## src/rtl/store_buffer_pkg.sv

```systemverilog
// Shared definitions for the store buffer: default depth, entry field
// widths, the entry record and the lane-merge helper.
// Optional feature macro: STORE_BUFFER_MERGE_EN (store merging into tail-1).
package store_buffer_pkg;

    localparam int SB_DEPTH_DEFAULT = 4;
    localparam int SB_CNT_W_DEFAULT = 3;
    localparam int SB_WADDR_W       = 30;
    localparam int SB_BEN_W         = 4;
    localparam int SB_DATA_W        = 32;

    typedef struct packed {
        logic [SB_WADDR_W-1:0] waddr;
        logic [SB_BEN_W-1:0]   ben;
        logic [SB_DATA_W-1:0]  data;
    } sb_entry_t;

    // Overwrite only the byte lanes selected by ben, keep the others.
    function automatic logic [SB_DATA_W-1:0] sb_merge_lanes(
        input logic [SB_DATA_W-1:0] old_data,
        input logic [SB_DATA_W-1:0] new_data,
        input logic [SB_BEN_W-1:0]  ben
    );
        logic [SB_DATA_W-1:0] res;
        res = old_data;
        for (int l = 0; l < SB_BEN_W; l++) begin
            if (ben[l]) begin
                res[8*l +: 8] = new_data[8*l +: 8];
            end
        end
        return res;
    endfunction

endpackage

```

## src/rtl/sb_fifo_ctrl.sv

```systemverilog
// Head/tail pointer and occupancy management for the store buffer.
// A push that merges into an existing entry does not allocate a slot.
module sb_fifo_ctrl
    import store_buffer_pkg::*;
#(
    parameter int DEPTH = SB_DEPTH_DEFAULT,
    parameter int CNT_W = SB_CNT_W_DEFAULT,
    parameter int PTR_W = $clog2(DEPTH)
) (
    input  logic             clk,
    input  logic             reset_n,
    input  logic             push,
    input  logic             pop,
    input  logic             merge,
    output logic [PTR_W-1:0] head,
    output logic [PTR_W-1:0] tail,
    output logic [CNT_W-1:0] count
);

    logic             alloc_s;
    logic [PTR_W-1:0] head_r;
    logic [PTR_W-1:0] tail_r;
    logic [CNT_W-1:0] count_r;

    assign alloc_s = push && !merge;

    // Pointers wrap naturally because DEPTH is a power of two.
    always_ff @(posedge clk or negedge reset_n) begin
        if (!reset_n) begin
            head_r  <= {PTR_W{1'b0}};
            tail_r  <= {PTR_W{1'b0}};
            count_r <= {CNT_W{1'b0}};
        end else begin
            if (alloc_s) begin
                tail_r <= tail_r + PTR_W'(1);
            end
            if (pop) begin
                head_r <= head_r + PTR_W'(1);
            end
            case ({alloc_s, pop})
                2'b10:   count_r <= count_r + CNT_W'(1);
                2'b01:   count_r <= count_r - CNT_W'(1);
                default: count_r <= count_r;
            endcase
        end
    end

    assign head  = head_r;
    assign tail  = tail_r;
    assign count = count_r;

endmodule

```

## src/rtl/store_buffer.sv

```systemverilog
// Post-MEM store buffer: a small circular FIFO of pending word stores that
// drains to the memory bus one entry per cycle and flags loads that hit a
// pending store word.
// Optional feature macro: STORE_BUFFER_MERGE_EN -- a store to the same word
// as the youngest non-head entry is merged into it instead of allocating.
module store_buffer
    import store_buffer_pkg::*;
#(
    parameter int DEPTH = SB_DEPTH_DEFAULT,
    parameter int CNT_W = SB_CNT_W_DEFAULT
) (
    input  logic             clk,
    input  logic             reset_n,
    input  logic             st_valid,
    input  logic [31:0]      st_addr,
    input  logic [3:0]       st_byteEn,
    input  logic [31:0]      st_wdata,
    output logic             st_ready,
    input  logic [31:0]      ld_addr,
    input  logic             ld_valid,
    output logic             ld_hit,
    output logic             bus_req,
    output logic [31:0]      bus_addr,
    output logic [3:0]       bus_byteEn,
    output logic [31:0]      bus_wdata,
    input  logic             bus_ack,
    output logic             empty,
    output logic [CNT_W-1:0] count
);

    localparam int PTR_W = $clog2(DEPTH);

    sb_entry_t        entry_r [DEPTH];
    logic [DEPTH-1:0] valid_r;

    logic [PTR_W-1:0]      head_s;
    logic [PTR_W-1:0]      tail_s;
    logic [CNT_W-1:0]      count_s;
    logic [SB_WADDR_W-1:0] st_waddr_s;
    logic                  empty_s;
    logic                  merge_ok_s;
    logic                  accept_s;
    logic                  push_s;
    logic                  merge_s;
    logic                  alloc_s;
    logic                  pop_s;
    logic                  hit_s;
    logic                  unused_s;

    assign st_waddr_s = st_addr[31:2];
    assign unused_s   = ^{st_addr[1:0], ld_addr[1:0]};

    assign empty_s  = (count_s == {CNT_W{1'b0}});
    assign st_ready = (count_s != CNT_W'(DEPTH)) || merge_ok_s;
    assign accept_s = st_valid && st_ready;
    // An all-lanes-off store completes the handshake but writes nothing.
    assign push_s   = accept_s && (st_byteEn != 4'b0000);
    assign pop_s    = !empty_s && bus_ack;
    assign alloc_s  = push_s && !merge_s;

`ifdef STORE_BUFFER_MERGE_EN
    logic [PTR_W-1:0] tail_m1_s;

    assign tail_m1_s = tail_s - PTR_W'(1);
    // count >= 2 keeps tail-1 away from the head, whose data may be on the bus.
    assign merge_ok_s = (count_s >= CNT_W'(2)) &&
                        (entry_r[tail_m1_s].waddr == st_waddr_s);
    assign merge_s    = push_s && merge_ok_s;
`else
    assign merge_ok_s = 1'b0;
    assign merge_s    = 1'b0;
`endif

    sb_fifo_ctrl #(
        .DEPTH (DEPTH),
        .CNT_W (CNT_W),
        .PTR_W (PTR_W)
    ) u_ctrl (
        .clk     (clk),
        .reset_n (reset_n),
        .push    (push_s),
        .pop     (pop_s),
        .merge   (merge_s),
        .head    (head_s),
        .tail    (tail_s),
        .count   (count_s)
    );

    // Entry storage: allocate at tail, retire at head, optionally merge at tail-1.
    always_ff @(posedge clk or negedge reset_n) begin
        if (!reset_n) begin
            valid_r <= {DEPTH{1'b0}};
            for (int i = 0; i < DEPTH; i++) begin
                entry_r[i] <= '0;
            end
        end else begin
            if (pop_s) begin
                valid_r[head_s] <= 1'b0;
            end
            if (alloc_s) begin
                entry_r[tail_s].waddr <= st_waddr_s;
                entry_r[tail_s].ben   <= st_byteEn;
                entry_r[tail_s].data  <= st_wdata;
                valid_r[tail_s]       <= 1'b1;
            end
`ifdef STORE_BUFFER_MERGE_EN
            if (merge_s) begin
                entry_r[tail_m1_s].ben  <= entry_r[tail_m1_s].ben | st_byteEn;
                entry_r[tail_m1_s].data <= sb_merge_lanes(entry_r[tail_m1_s].data,
                                                          st_wdata, st_byteEn);
            end
`endif
        end
    end

    // Word-address match of the load against every valid registered entry.
    always_comb begin
        hit_s = 1'b0;
        for (int i = 0; i < DEPTH; i++) begin
            if (valid_r[i] && (entry_r[i].waddr == ld_addr[31:2])) begin
                hit_s = 1'b1;
            end else begin
                hit_s = hit_s;
            end
        end
    end

    assign ld_hit     = ld_valid && hit_s;
    assign bus_req    = !empty_s;
    assign bus_addr   = {entry_r[head_s].waddr, 2'b00};
    assign bus_byteEn = entry_r[head_s].ben;
    assign bus_wdata  = entry_r[head_s].data;
    assign empty      = empty_s;
    assign count      = count_s;

endmodule

```

## config.mk

```make
export PLATFORM = sky130hd
export DESIGN_NAME = store_buffer
export DESIGN_NICKNAME = d
export VERILOG_FILES = /design/src/rtl/store_buffer_pkg.sv /design/src/rtl/sb_fifo_ctrl.sv /design/src/rtl/store_buffer.sv
export SDC_FILE = /design/constraint.sdc
export NUM_CORES = 1
export LEC_CHECK = 0
export CAP_MARGIN = 10
export CORE_UTILIZATION = 60
export DETAILED_ROUTE_END_ITERATION = 12
export GPL_TIMING_DRIVEN = 1
export HOLD_SLACK_MARGIN = 0.08
export PLACE_DENSITY = 0.86
export SETUP_SLACK_MARGIN = 0.4
export SKIP_CTS_REPAIR_TIMING = 1
export SLEW_MARGIN = 5
export SYNTH_ARGS = -nofsm -noshare
export SYNTH_HDL_FRONTEND = slang
export SYNTH_SLANG_ARGS = --single-unit
```

## constraint.sdc

```tcl
create_clock -name clk -period 4.4 [get_ports clk]
set_input_delay 0.66 -clock clk [delete_from_list [all_inputs] [get_ports clk]]
set_output_delay 0.66 -clock clk [all_outputs]
set_load 0.005 [all_outputs]
```

Yosys cells after proc, flatten, opt, wreduce, memory -nomap -nowiden
Cells that the tools add are included.
W data, S select, Z words.
- register bits after elaboration: 275
- output and inout port bits: 75
- add/sub/neg operators: 4
- magnitude comparators: 7
- equal/unequal tests: 7
- muxes and demuxes: 23
- bitwise logic cells: 5
- reduce and logical (&&, ||, !) cells: 15
- operators with widths (kind ; count):
    $bwmux W264 ; 3
    $demux W66 S2 ; 3
    $mux W66 ; 3
    $bmux W66 S2 ; 1
    $eq A30 B30 Y1 ; 4
    $mux W36 ; 1
    $mux W32 ; 1
    $logic_and A1 B1 Y1 ; 11
    $mux W4 ; 2
    $ge A3 B3 Y1 const B ; 2
    $lt A2 B3 Y1 const B ; 2
    $mux W1 ; 6
    $not A2 Y3 ; 2
    $pmux W3 S2 ; 1
    $add A2 B1 Y2 const B ; 2
    $and A4 B4 Y4 ; 1
    $demux W1 S2 ; 2
    $ge A2 B1 Y1 const B ; 2
    $not A4 Y4 ; 1
    $or A4 B4 Y4 ; 1
    $reduce_bool A4 Y1 ; 1
    $add A3 B1 Y3 const B ; 1
    $logic_not A3 Y1 ; 1
    $lt A3 B1 Y1 const B ; 1
    other kinds (6) ; 6

Depth between registers and ports, before layout
Gate-level depths: netlist of the first run.
- word-level depth: 9
- gate-level depth with buffers: 9
- depth with buffers taken out: 9

Hierarchy
Synthesis of the first run repeated with hierarchy kept, for this count alone.
- cell total of the unflattened synthesis: 869
- area total of the unflattened synthesis: 13300.3 µm²
- by module, submodules not included (module ; times used ; cells an instance ; area each (µm²) ; sequential area each (µm²)):
    store_buffer ; 1 ; 848 ; 12998.7 ; 6706.4
    sb_fifo_ctrl ; 1 ; 21 ; 301.5 ; 175.2

Worst setup path before layout of the first run
No wires, ideal clock.
- path type: input -> output
- start: input port ld_addr[2]
- end: output port ld_hit
- arrival: 1.692 ns
- path slack: 2.048 ns
- cell stages on the path: 6
- path buffers: 1
- path through: clkbuf_1 > xnor2_1 > nand4_1 > nor4_1 > nand4_1 > a41oi_1
- longest elaborated chain between the ends: 7
- elaborated cells on any way between the ends: 13
- those cells by class: eq/ne (4); mux (4); reduce/logical (5)
- ends and longest elaborated chain (item ; RTL line ; text):
    from (decl) ; store_buffer.sv:19 ; input logic [31:0] ld_addr,
    $eq A30 B30 Y1 ; store_buffer.sv:120 ; if (valid_r[i] && (entry_r[i].waddr == ld_addr[31:2])) begin
    $logic_and A1 B1 Y1 ; store_buffer.sv:120 ;
    $mux W1 (3 in a row) ; store_buffer.sv:120 ;
    $mux W1 * ; store_buffer.sv:120 ;
    $logic_and A1 B1 Y1 * ; store_buffer.sv:128 ; assign ld_hit = ld_valid && hit_s;
    to (decl) ; store_buffer.sv:21 ; output logic ld_hit,
Mark *: on every way between the ends. The rest lies on a longest branch, timed or not.

Final worst setup path of the first run
- start: input port ld_addr[31]
- end: output port ld_hit
The elaborated chain is that of the path after synthesis.

==> summary.log, run 1 <==
[outcome] status complete, no violations
[layout] Layout Area Growth over Synthesis 19.5%
[sta] timing-limited maximum frequency 0.266 GHz
[die] I/O pin cnt 180
[synth] share of cell area taken by muxes after synthesis 35.1%
[synth] area leader, netlist sky130_fd_sc_hd__dfrtp_1
[worst_setup_path] startpoint types primary input
[synth] Synth Warn # 0
[grt] wire length of the first global-routing pass 50.0 mm
[sta] endpoints failing setup 0
[synth] dominant combinational cell family by area after synthesis multiplexers
[place] post-detail-place hpwl 20.9 mm
[worst_setup_path] data arrival time of the critical path 3.11 ns
[layout] multi-input logic area 6560 um^2
[worst_setup_path] crit path max fanout 4
[sta] max-slew violation total from the final report 0
[layout] Nets 1152
[routing] count of vias placed by the detailed router 8069
[sta] fraction of the cycle the final worst path needs 85.6%
[worst_setup_path] category of the critical setup timing path primary input to output pin
[sta] worst clock skew 0.00925 ns
[synth] post-synthesis compound-gate area fraction 0.367%
[worst_setup_path] peak per-stage delay on the critical path 0.56 ns
[clocking] clock transition at the register clock pins on the worst setup and hold paths after CTS 0.06 ns
[worst_setup_path] sum of buffers and inverters on the critical path 2
[clocking] clk sink count 275
[power] total leakage power 7.26 nW
[synth] part of the Yosys area used for sequential elements 49.2%
[sta] setup TNS after final layout 0 ns
[clocking] buffers from clock root to sink, at most 3
[routing] Routed Wire Length 31.8 mm
[synth] Synth top area share 49.2%
[grt] largest net degree at the start of global routing 114
[clocking] Num CTS Buffers 29
[synth] simple-gate share of the synthesized area 2.66%
[synth] average cell area after synthesis 15.9 um^2
[routing] number of nets with antenna violations after detailed routing 0
[place] final RePlAce weighted congestion 0.899
[routing] drc violations 0
[sta] worst hold slack across all endpoints 0.189 ns
[die] Rows 55
[power] total power 0.0136 W
[worst_setup_path] required time of the critical path 3.74 ns
[layout] Reg area 6890 um^2
[grt] via count of the first global-routing pass 8762
[worst_setup_path] Top Family by Delay on Critical Path buffers and inverters
[synth] number of instances in the synthesized netlist 881
[routing] total iterations of the first detailed-routing run 4
[power] Worst VDD drop 0.462 mV
[die] die span in y 155 um
[min_path] worst min-delay path category primary input to asynchronous set/reset pin
[sta] worst slew pin tran 1.13 ns
[layout] count of fill cells added during filler insertion 1422
[flow_run] Max Cap Viol 0
[clocking] H-tree level count 1
[worst_setup_path] R2R Setup Slk 2.20 ns
[synth] post-synthesis register bit count 275
[routing] DR iter-0 viols 381
[clocking] clk_lat worst skew 0.54 ns
[synth] distinct cell type count after synthesis 28
[clocking] clock tree from TritonCTS built
[synth] post-synthesis share of cell area spent on xor and xnor gates 7.82%
[synth] netlist area before placement 14000 um^2
[sta] final-report hold violation count 0
[sta] worst slew margin relative to its limit 24.9%
[die] area inside the core boundary 22800 um^2
[routing] detail-routed via count per cell 5.89
[layout] ratio of cells with drive above 1 in the final layout 37.1%
[grt] gr usage total 27.6%
[die] starting utilization of the core area 61.4%
[place] number of input and output port buffers inserted 173
[synth] adder-cell share of the synthesized area 0.948%
[die] die area 23900 um^2
[grt] number of antenna violations at the first check in global routing 1
[sta] final critical-path required period 3.77 ns
[worst_setup_path] Crit. End Element output pin
[worst_setup_path] cells along the critical path clkdlybuf4s50_1, xnor2_1, nand4_1, nor4_1, nand4_1, a41oi_1, clkdlybuf4s50_1
[sta] unrepaired setup endpoints after global routing false
[clocking] root cell of the clock tree sky130_fd_sc_hd__clkbuf_16
[die] horizontal extent of the die 155 um
[worst_setup_path] Worst path slowest cell sky130_fd_sc_hd__clkdlybuf4s50_1
[synth] top area cells in the synthesized netlist sky130_fd_sc_hd__dfrtp_1 49%, sky130_fd_sc_hd__mux2_4 12%, sky130_fd_sc_hd__mux2_2 12%
[routing] WL/cell 23.2 um
[grt] global route overflow 0
[power] power density normalized to cell area 815 nW/um^2
[kinds of logic (layout without fill, tap and decap cells)]
kind of cell | Yosys count | in the layout
AND/OR/NAND/NOR | 63 | 63
XOR/XNOR | 125 | 125
multiplexers | 331 | 331
adder cells (fa/ha/maj) | 10 | 10
buffers and inverters | 71 | 245
flip-flops | 275 | 275
other | 1 | 3
AO/OA/AOI/OAI | 5 | 5
[through the flow]
step	std cells	utilization (%)	instance area, um^2	setup WS, ns
3_5_place_dp	1319	69.3	15800	0.705
2_1_floorplan	882	-	14000	2.05
6_report	1370	73.4	16700	0.634
4_1_cts	1369	73.4	16700	0.701
3_3_place_gp	1319	69.3	15800	0.661
5_1_grt	1370	73.4	16700	0.615
[sequential cells by signal, summed over array words and instances, names as in the netlist]
name / cells
entry_r: 264
valid_r: 4
u_ctrl.count: 3
u_ctrl.head: 2
u_ctrl.tail: 2
[synthesized netlist by cell type]
cell                         n
sky130_fd_sc_hd__nand2_1    15
sky130_fd_sc_hd__fa_1        1
sky130_fd_sc_hd__inv_1      10
sky130_fd_sc_hd__nand4_1    24
sky130_fd_sc_hd__clkbuf_1   21
sky130_fd_sc_hd__mux2_4    116
sky130_fd_sc_hd__or3_1       1
sky130_fd_sc_hd__buf_6       4
sky130_fd_sc_hd__buf_12     12
sky130_fd_sc_hd__o21ai_0     2
sky130_fd_sc_hd__nor2_1      2
sky130_fd_sc_hd__buf_2       7
sky130_fd_sc_hd__nand2_4     4
sky130_fd_sc_hd__and2_1      1
sky130_fd_sc_hd__buf_1       3
sky130_fd_sc_hd__mux4_2     66
sky130_fd_sc_hd__ha_1        9
sky130_fd_sc_hd__nor4_1     16
sky130_fd_sc_hd__a41oi_1     1
sky130_fd_sc_hd__o41ai_2     1
sky130_fd_sc_hd__xor2_1     46
sky130_fd_sc_hd__mux2_2    148
sky130_fd_sc_hd__buf_4      14
sky130_fd_sc_hd__xnor2_1    79
sky130_fd_sc_hd__a21oi_4     1
sky130_fd_sc_hd__mux2i_1     1
sky130_fd_sc_hd__conb_1      1
sky130_fd_sc_hd__dfrtp_1   275
[final timing paths]
check                                            start                        to  depth (start not counted)
setup / recovery                           ld_addr[31]                    ld_hit                          7
hold / removal                                 reset_n   entry_r[58]$_DFFE_PN0P_                          1
setup reg to reg           u_ctrl.count[1]$_DFFE_PN0P_    entry_r[1]$_DFFE_PN0P_                          5
hold reg to reg                entry_r[80]$_DFFE_PN0P_   entry_r[80]$_DFFE_PN0P_                          1
max in group asynchronous                      reset_n  entry_r[173]$_DFFE_PN0P_                          2
min in group clk               entry_r[80]$_DFFE_PN0P_   entry_r[80]$_DFFE_PN0P_                          1
[layer usage]
metal / share of wire (%) / track usage (%) / vias to the layer above
li1: - / - / 3497
met5: 0 / 0 / -
met1: 40 / 35.7 / 4225
met2: 49 / 45.6 / 286
met4: 3.2 / 9.71 / 0
met3: 7.8 / 6.75 / 61
[layout make-up]
type	instances	area share, %
Antenna cell	1	0.0150
Clock buffer	45	5.12
Clock inverter	5	0.471
Inverter	10	0.225
Multi-Input combinational cell	536	39.3
Sequential cell	275	41.2
Tap cell	313	2.34
Timing Repair Buffer	185	11.4
[cell usage in the layout, fill, tap and decap left out, types with 2 or more instances in the layout]
cell / n
sky130_fd_sc_hd__dfrtp_1: 273
sky130_fd_sc_hd__clkdlybuf4s50_1: 172
sky130_fd_sc_hd__mux2_2: 148
sky130_fd_sc_hd__mux2_4: 116
sky130_fd_sc_hd__xnor2_1: 79
sky130_fd_sc_hd__mux4_2: 66
sky130_fd_sc_hd__xor2_1: 46
sky130_fd_sc_hd__clkbuf_16: 29
sky130_fd_sc_hd__nand4_1: 24
sky130_fd_sc_hd__nor4_1: 16
sky130_fd_sc_hd__nand2_1: 15
sky130_fd_sc_hd__inv_1: 10
sky130_fd_sc_hd__ha_1: 9
sky130_fd_sc_hd__clkbuf_1: 9
sky130_fd_sc_hd__clkbuf_8: 7
sky130_fd_sc_hd__buf_12: 6
sky130_fd_sc_hd__buf_4: 6
sky130_fd_sc_hd__nand2_4: 4
sky130_fd_sc_hd__nor2_1: 2
sky130_fd_sc_hd__o21ai_0: 2
sky130_fd_sc_hd__conb_1: 2
sky130_fd_sc_hd__bufinv_16: 2
sky130_fd_sc_hd__clkinv_2: 2
sky130_fd_sc_hd__dfrtp_4: 2
[power by group]
part | internal (W) | switching, W | total (W)
Clock | 0.00144 | 0.000966 | 0.00241
Sequential | 0.00385 | 0.00118 | 0.00502
Combinational | 0.00411 | 0.00208 | 0.00620
No activity file was read; power rests on OpenSTA's default activity.
==> run 2: changes to the inputs <==
--- a/config.mk
+++ b/config.mk
@@ -6,6 +6,7 @@
 export NUM_CORES = 1
 export LEC_CHECK = 0
 export CAP_MARGIN = 10
+export CORE_MARGIN = 2
 export CORE_UTILIZATION = 60
 export DETAILED_ROUTE_END_ITERATION = 12
 export GPL_TIMING_DRIVEN = 1
==> run 2 against run 1 <==
- worst setup slack lost 0.019 ns
- sequential share of layout area shrank 0.16 points
- clock skew shrank 0.0019 ns
- via count shrank 0.21%
- final cell count grew 0.58%
- worst hold slack lost 0.039 ns
==> summary.log, run 2 (synthesis results as in run 1) <==
[clocking] clock tree from TritonCTS built
[sta] final critical-path required period 3.79 ns [+0.0192 ns]
[worst_setup_path] startpoint types primary input
[sta] unrepaired setup endpoints after global routing false
[power] net switching power figure 0.00424 W [+0.20%]
[layout] commonest cells after routing, fill and taps aside 273 x sky130_fd_sc_hd__dfrtp_1, 172 x sky130_fd_sc_hd__clkdlybuf4s50_1, 148 x sky130_fd_sc_hd__mux2_2, 116 x sky130_fd_sc_hd__mux2_4, 79 x sky130_fd_sc_hd__xnor2_1
[worst_setup_path] Worst path slowest cell sky130_fd_sc_hd__clkdlybuf4s50_1
[power] part of the total power dissipated in sequential elements 36.3% [-0.6 points]
[routing] Routed Wire Length 32.0 mm [+0.44%]
[sta] max-slew violation total from the final report 0 [unchanged]
[grt] global route overflow 0 [unchanged]
[routing] detail-routed via count per cell 5.84 [-0.79%]
[clocking] clock transition at the register clock pins on the worst setup and hold paths after CTS 0.06 ns [about the same]
[outcome] status complete, no violations
[clocking] clk_lat worst skew 0.54 ns [about the same]
[sta] fraction of the cycle the final worst path needs 86.0% [+0.44 points]
[routing] total iterations of the first detailed-routing run 4 [unchanged]
[clocking] clk sink count 275 [unchanged]
[worst_setup_path] peak per-stage delay on the critical path 0.56 ns [about the same]
[die] horizontal extent of the die 157 um [+1.3%]
[sta] worst slew margin relative to its limit 42.0% [+17 points]
[worst_setup_path] Crit. End Element output pin
[grt] via count of the first global-routing pass 8888 [+1.4%]
[clocking] buffers from clock root to sink, at most 3 [unchanged]
[clocking] Num CTS Buffers 29 [unchanged]
[die] I/O pin cnt 180 [unchanged]
[power] power density normalized to cell area 813 nW/um^2 [-0.20%]
[flow_run] Max Cap Viol 0 [unchanged]
[grt] global-route layer with the greatest usage met2
[clocking] H-tree level count 1 [unchanged]
[die] die area 24600 um^2 [+2.6%]
[die] starting utilization of the core area 61.4% [unchanged]
[sta] setup TNS after final layout 0 ns [unchanged]
[power] clock network fraction of design power 17.7% [about the same]
[sta] worst slew pin tran 0.870 ns [-0.257 ns]
[routing] number of nets with antenna violations after detailed routing 0 [unchanged]
[grt] number of antenna violations at the first check in global routing 2 [+1]
[die] die span in y 157 um [+1.3%]
[die] Rows 55 [unchanged]
[routing] count of vias placed by the detailed router 8052 [-0.21%]
[grt] global routing usage on met1 35.5% [-0.18 points]
[die] area inside the core boundary 22800 um^2 [unchanged]
[place] final RePlAce weighted congestion 0.972 [+8.1%]
[sta] endpoints failing setup 0 [unchanged]
[grt] gr usage total 26.7% [-0.87 points]
[sta] timing-limited maximum frequency 0.264 GHz [-0.51%]
[grt] wire length of the first global-routing pass 49.9 mm [about the same]
[worst_setup_path] required time of the critical path 3.74 ns [about the same]
[worst_setup_path] category of the critical setup timing path primary input to output pin
[routing] drc violations 0 [unchanged]
[layout] core occupancy in the finished layout 73.7% [+0.26 points]
[sta] worst hold slack across all endpoints 0.150 ns [-0.0391 ns]
[place] number of input and output port buffers inserted 173 [unchanged]
[worst_setup_path] data arrival time of the critical path 3.13 ns [+0.02 ns]
[worst_setup_path] cells along the critical path clkdlybuf4s50_1, xnor2_1, nand4_1, nor4_1, nand4_1, a41oi_1, clkdlybuf4s50_1
[layout] number of flip-flops under the largest register name 264 [unchanged]
[routing] WL/cell 23.2 um [-0.14%]
[worst_setup_path] crit path max fanout 4 [unchanged]
[layout] most common cell after layout, fill and taps aside sky130_fd_sc_hd__dfrtp_1
[power] cell-internal power 0.00941 W [+0.14%]
[power] Worst VDD drop 0.450 mV [-2.6%]
[place] post-detail-place hpwl 21.6 mm [+3.6%]
[clocking] root cell of the clock tree sky130_fd_sc_hd__clkbuf_16
[grt] GRT met3 Usage 5.82% [-0.94 points]
[layout] ratio of cells with drive above 1 in the final layout 38.1% [+0.94 points]
[routing] DR iter-0 viols 459 [+20%]
[power] total power 0.0136 W [+0.16%]
[layout] Layout Area Growth over Synthesis 19.9%
[grt] global routing met2 resource utilization 44.3% [-1.3 points]
[grt] largest net degree at the start of global routing 111 [-2.6%]
[layout] count of fill cells added during filler insertion 1381 [-2.9%]
[layout] Nets 1158 [+0.52%]
[power] total leakage power 7.30 nW [+0.61%]
[power] Combinational Power Share 46.1% [+0.6 points]
[sta] worst clock skew 0.00735 ns [-0.00190 ns]
[sta] final-report hold violation count 0 [unchanged]
[min_path] worst min-delay path category primary input to asynchronous set/reset pin
[layout] Top reg by flops entry_r
[power] proportion of total power due to net switching 31.0% [about the same]
[run 2: changes by cell type in the layout (fill, tap and decap cells not counted), sizes merged]
cell    before  now
bufinv       2    1
clkinv       2    7
clkbuf      45   43
buf         13   19
[run 2: final timing paths]
path / start / to / slack (ns) / cells past startpoint
min reg2reg: valid_r[2]$_DFF_PN0_ / valid_r[2]$_DFF_PN0_ / 0.49 / 2
max in group asynchronous: reset_n / entry_r[155]$_DFFE_PN0P_ / 3.33 / 2
min in group clk: valid_r[2]$_DFF_PN0_ / valid_r[2]$_DFF_PN0_ / 0.49 / 2
max reg2reg: u_ctrl.count[0]$_DFFE_PN0P_ / entry_r[77]$_DFFE_PN0P_ / 2.15 / 5
max: ld_addr[29] / ld_hit / 0.61 / 7
min: reset_n / entry_r[124]$_DFFE_PN0P_ / 0.15 / 1
[run 2: routing by layer]
metal | wire [um] | part of all wire (%) | up-vias
met3 | 2120 | 6.6 | 57
met4 | 1000 | 3.1 | 0
met1 | 13100 | 41 | 4242
li1 | - | - | 3510
met2 | 15800 | 49 | 243
met5 | 0 | 0 | -
[run 2: worst max-delay path: cells and delay by family]
kind / cells / cell delay [ns]
compound gates: 1 / 0.33
simple gates: 3 / 0.69
buf+inv: 2 / 1.07
xor+xnor: 1 / 0.37
[run 2: metrics by stage]
stage          area, um^2  cells  setup slack [ns]
2_1_floorplan       14000    882              2.05
3_3_place_gp        15800   1325             0.677
3_5_place_dp        15800   1325             0.649
4_1_cts             16800   1377             0.642
5_1_grt             16800   1378             0.496
6_report            16800   1378             0.615
[run 2: layout make-up]
cell class              count  area, um^2  area share, %
flip-flops and latches    275        6890           41.0
multi-input cells         536        6560           39.1
repair buffers            191        1950           11.6
inverters                  10        37.5          0.224
well taps                 313         392           2.33
clock inverters             9        73.8          0.440
clock buffers              43         878           5.23
diodes                      1        2.50         0.0149
[run 2: power groups by stage]
stage | Clock, W | Combinational (W) | Sequential [W]
2_1_floorplan | 0 | 0.00430 | 0.00451
3_3_place_gp | 0 | 0.00617 | 0.00488
3_5_place_dp | 0 | 0.00629 | 0.00496
4_1_cts | 0.00244 | 0.00634 | 0.00494
5_1_grt | 0.00255 | 0.00668 | 0.00512
6_report | 0.00241 | 0.00629 | 0.00495
==> run 3: changes to the inputs <==
--- a/config.mk
+++ b/config.mk
@@ -8,6 +8,7 @@
 export CAP_MARGIN = 10
 export CORE_MARGIN = 2
 export CORE_UTILIZATION = 60
+export CTS_BUF_LIST = sky130_fd_sc_hd__clkbuf_16
 export DETAILED_ROUTE_END_ITERATION = 12
 export GPL_TIMING_DRIVEN = 1
 export HOLD_SLACK_MARGIN = 0.08
==> run 3 against run 2 <==
- cell area shrank 0.60%
- critical path depth unchanged
- maximum frequency down 0.13%
- first-iteration DRC count grew 8.5%
- critical endpoint unchanged
- sequential power hardly changed
- non-clock buffer count is the same
- core utilization fell by 0.44 points
==> summary.log, run 3 (synthesis results as in run 1) <==
[outcome] status complete, no violations
[place] Placement Cell Area 15800 um^2 [unchanged]
[sta] unrepaired setup endpoints after global routing false
[layout] number of flip-flops under the largest register name 264 [unchanged]
[clocking] Num CTS Buffers 29 [unchanged]
[clocking] clk sink count 275 [unchanged]
[die] die area 24600 um^2 [unchanged]
[die] die span in y 157 um [unchanged]
[clocking] H-tree level count 1 [unchanged]
[routing] DR iter-0 viols 498 [+8.5%]
[worst_setup_path] required time of the critical path 3.74 ns [about the same]
[power] total power 0.0134 W [-1.5%]
[power] proportion of total power due to net switching 31.4% [+0.35 points]
[worst_setup_path] startpoint types primary input
[power] power density normalized to cell area 806 nW/um^2 [-0.87%]
[routing] detail-routed via count per cell 5.85 [about the same]
[routing] number of nets with antenna violations after detailed routing 0 [unchanged]
[sta] final critical-path required period 3.79 ns [+0.00492 ns]
[power] net switching power figure 0.00422 W [-0.34%]
[routing] WL/cell 23.1 um [-0.52%]
[worst_setup_path] crit path max fanout 4 [unchanged]
[grt] global route overflow 0 [unchanged]
[sta] worst slew margin relative to its limit 41.4% [-0.63 points]
[die] starting utilization of the core area 61.4% [unchanged]
[min_path] worst min-delay path category primary input to asynchronous set/reset pin
[grt] wire length of the first global-routing pass 49.7 mm [-0.47%]
[clocking] buffers from clock root to sink, at most 3 [unchanged]
[clocking] clk_lat worst skew 0.54 ns [about the same]
[clocking] clock tree from TritonCTS built
[sta] worst clock skew 0.00798 ns [+0.000629 ns]
[worst_setup_path] count of cells along the worst register-to-register path 5 [unchanged]
[clocking] clock transition at the register clock pins on the worst setup and hold paths after CTS 0.06 ns [about the same]
[place] placed cell count 1325 [unchanged]
[routing] count of vias placed by the detailed router 8057 [+0.062%]
[worst_setup_path] data arrival time of the critical path 3.13 ns [about the same]
[place] final RePlAce weighted congestion 0.972 [unchanged]
[place] post-detail-place hpwl 21.6 mm [unchanged]
[layout] Top reg by flops entry_r
[power] total leakage power 7.26 nW [-0.54%]
[sta] fraction of the cycle the final worst path needs 86.1% [+0.11 points]
[layout] non-filler instance count after layout 1378 [unchanged]
[layout] ratio of cells with drive above 1 in the final layout 37.1% [-0.94 points]
[power] Combinational Power Share 46.8% [+0.7 points]
[sta] setup TNS after final layout 0 ns [unchanged]
[sta] final-report hold violation count 0 [unchanged]
[routing] Routed Wire Length 31.8 mm [-0.52%]
[grt] number of antenna violations at the first check in global routing 2 [unchanged]
[worst_setup_path] Crit Reg-Reg Endpoint entry_r[199]$_DFFE_PN0P_
[power] cell-internal power 0.00923 W [-2.0%]
[routing] drc violations 0 [unchanged]
[layout] Nets 1158 [unchanged]
[layout] commonest cells after routing, fill and taps aside 273 x sky130_fd_sc_hd__dfrtp_1, 172 x sky130_fd_sc_hd__clkdlybuf4s50_1, 148 x sky130_fd_sc_hd__mux2_2, 116 x sky130_fd_sc_hd__mux2_4, 79 x sky130_fd_sc_hd__xnor2_1
[layout] Layout Area Growth over Synthesis 19.2%
[sta] endpoints failing setup 0 [unchanged]
[die] Rows 55 [unchanged]
[worst_setup_path] category of the critical setup timing path primary input to output pin
[sta] max-slew violation total from the final report 0 [unchanged]
[worst_setup_path] start of the worst register-to-register path u_ctrl.count[0]$_DFFE_PN0P_
[die] area inside the core boundary 22800 um^2 [unchanged]
[grt] largest net degree at the start of global routing 111 [unchanged]
[power] Worst VDD drop 0.448 mV [-0.42%]
[place] number of input and output port buffers inserted 173 [unchanged]
[grt] gr usage total 26.6% [-0.12 points]
[worst_setup_path] Crit. End Element output pin
[routing] total iterations of the first detailed-routing run 5 [+1]
[layout] Final Cell Area 16700 um^2 [-0.60%]
[power] part of the total power dissipated in sequential elements 36.8% [+0.5 points]
[layout] most common cell after layout, fill and taps aside sky130_fd_sc_hd__dfrtp_1
[sta] worst slew pin tran 0.879 ns [+0.00942 ns]
[die] I/O pin cnt 180 [unchanged]
[worst_setup_path] R2R Setup Slk 2.15 ns [about the same]
[die] horizontal extent of the die 157 um [unchanged]
[flow_run] Max Cap Viol 0 [unchanged]
[layout] core occupancy in the finished layout 73.2% [-0.44 points]
[sta] timing-limited maximum frequency 0.264 GHz [-0.13%]
[clocking] root cell of the clock tree sky130_fd_sc_hd__clkbuf_16
[grt] via count of the first global-routing pass 8815 [-0.82%]
[power] clock network fraction of design power 16.4% [-1.3 points]
-- run 3: changes by cell type in the layout (fill, tap and decap cells not counted), sizes merged --
cell    before  now
clkbuf      43   29
inv         11   15
clkinv       7   17
-- run 3: worst max path at each step --
stage	start	end	slack, ns	depth (start not counted)
after global routing	ld_addr[29]	ld_hit	0.49	7
after floorplan	ld_addr[2]	ld_hit	2.05	6
after detailed placement	ld_addr[29]	ld_hit	0.65	7
after CTS	ld_addr[29]	ld_hit	0.64	7
after global placement	ld_addr[29]	ld_hit	0.68	7
final	ld_addr[29]	ld_hit	0.61	7
-- run 3: cell type report --
type / count / area (um^2)
inverters: 10 / 37.5
multi-input cells: 536 / 6560
well taps: 313 / 392
diodes: 1 / 2.50
repair buffers: 191 / 1950
clock inverters: 23 / 126
fillers: 1400 / 6100
flip-flops and latches: 275 / 6890
clock buffers: 29 / 726
-- run 3: power groups by stage --
stage | Combinational (W) | Clock, W | Sequential (W)
2_1_floorplan | 0.00430 | 0 | 0.00451
3_3_place_gp | 0.00617 | 0 | 0.00488
3_5_place_dp | 0.00629 | 0 | 0.00496
4_1_cts | 0.00634 | 0.00225 | 0.00494
5_1_grt | 0.00668 | 0.00236 | 0.00511
6_report | 0.00629 | 0.00221 | 0.00495
-- run 3: per-layer routing --
layer	vias to the layer above	GRT usage (%)	wire length, um
li1	3508	-	-
met5	-	0	0
met3	61	5.62	2020
met1	4238	35.5	13100
met2	250	44.2	15700
met4	0	7.99	1010
-- run 3: critical path, stage by stage --
cell and delay (ns):
sky130_fd_sc_hd__clkdlybuf4s50_1 0.50, sky130_fd_sc_hd__xnor2_1 0.37, sky130_fd_sc_hd__nand4_1 0.14, sky130_fd_sc_hd__nor4_1 0.41, sky130_fd_sc_hd__nand4_1 0.15, sky130_fd_sc_hd__a41oi_1 0.33, sky130_fd_sc_hd__clkdlybuf4s50_1 0.56
-- run 3: stage by stage --
step / setup WS (ns) / hold slack, ns
final: 0.610 / 0.143
after global routing: 0.493 / 0.228
after CTS: 0.642 / 0.208
after detailed placement: 0.649 / 0.476
after global placement: 0.677 / 0.468
after floorplan: 2.05 / 0.364
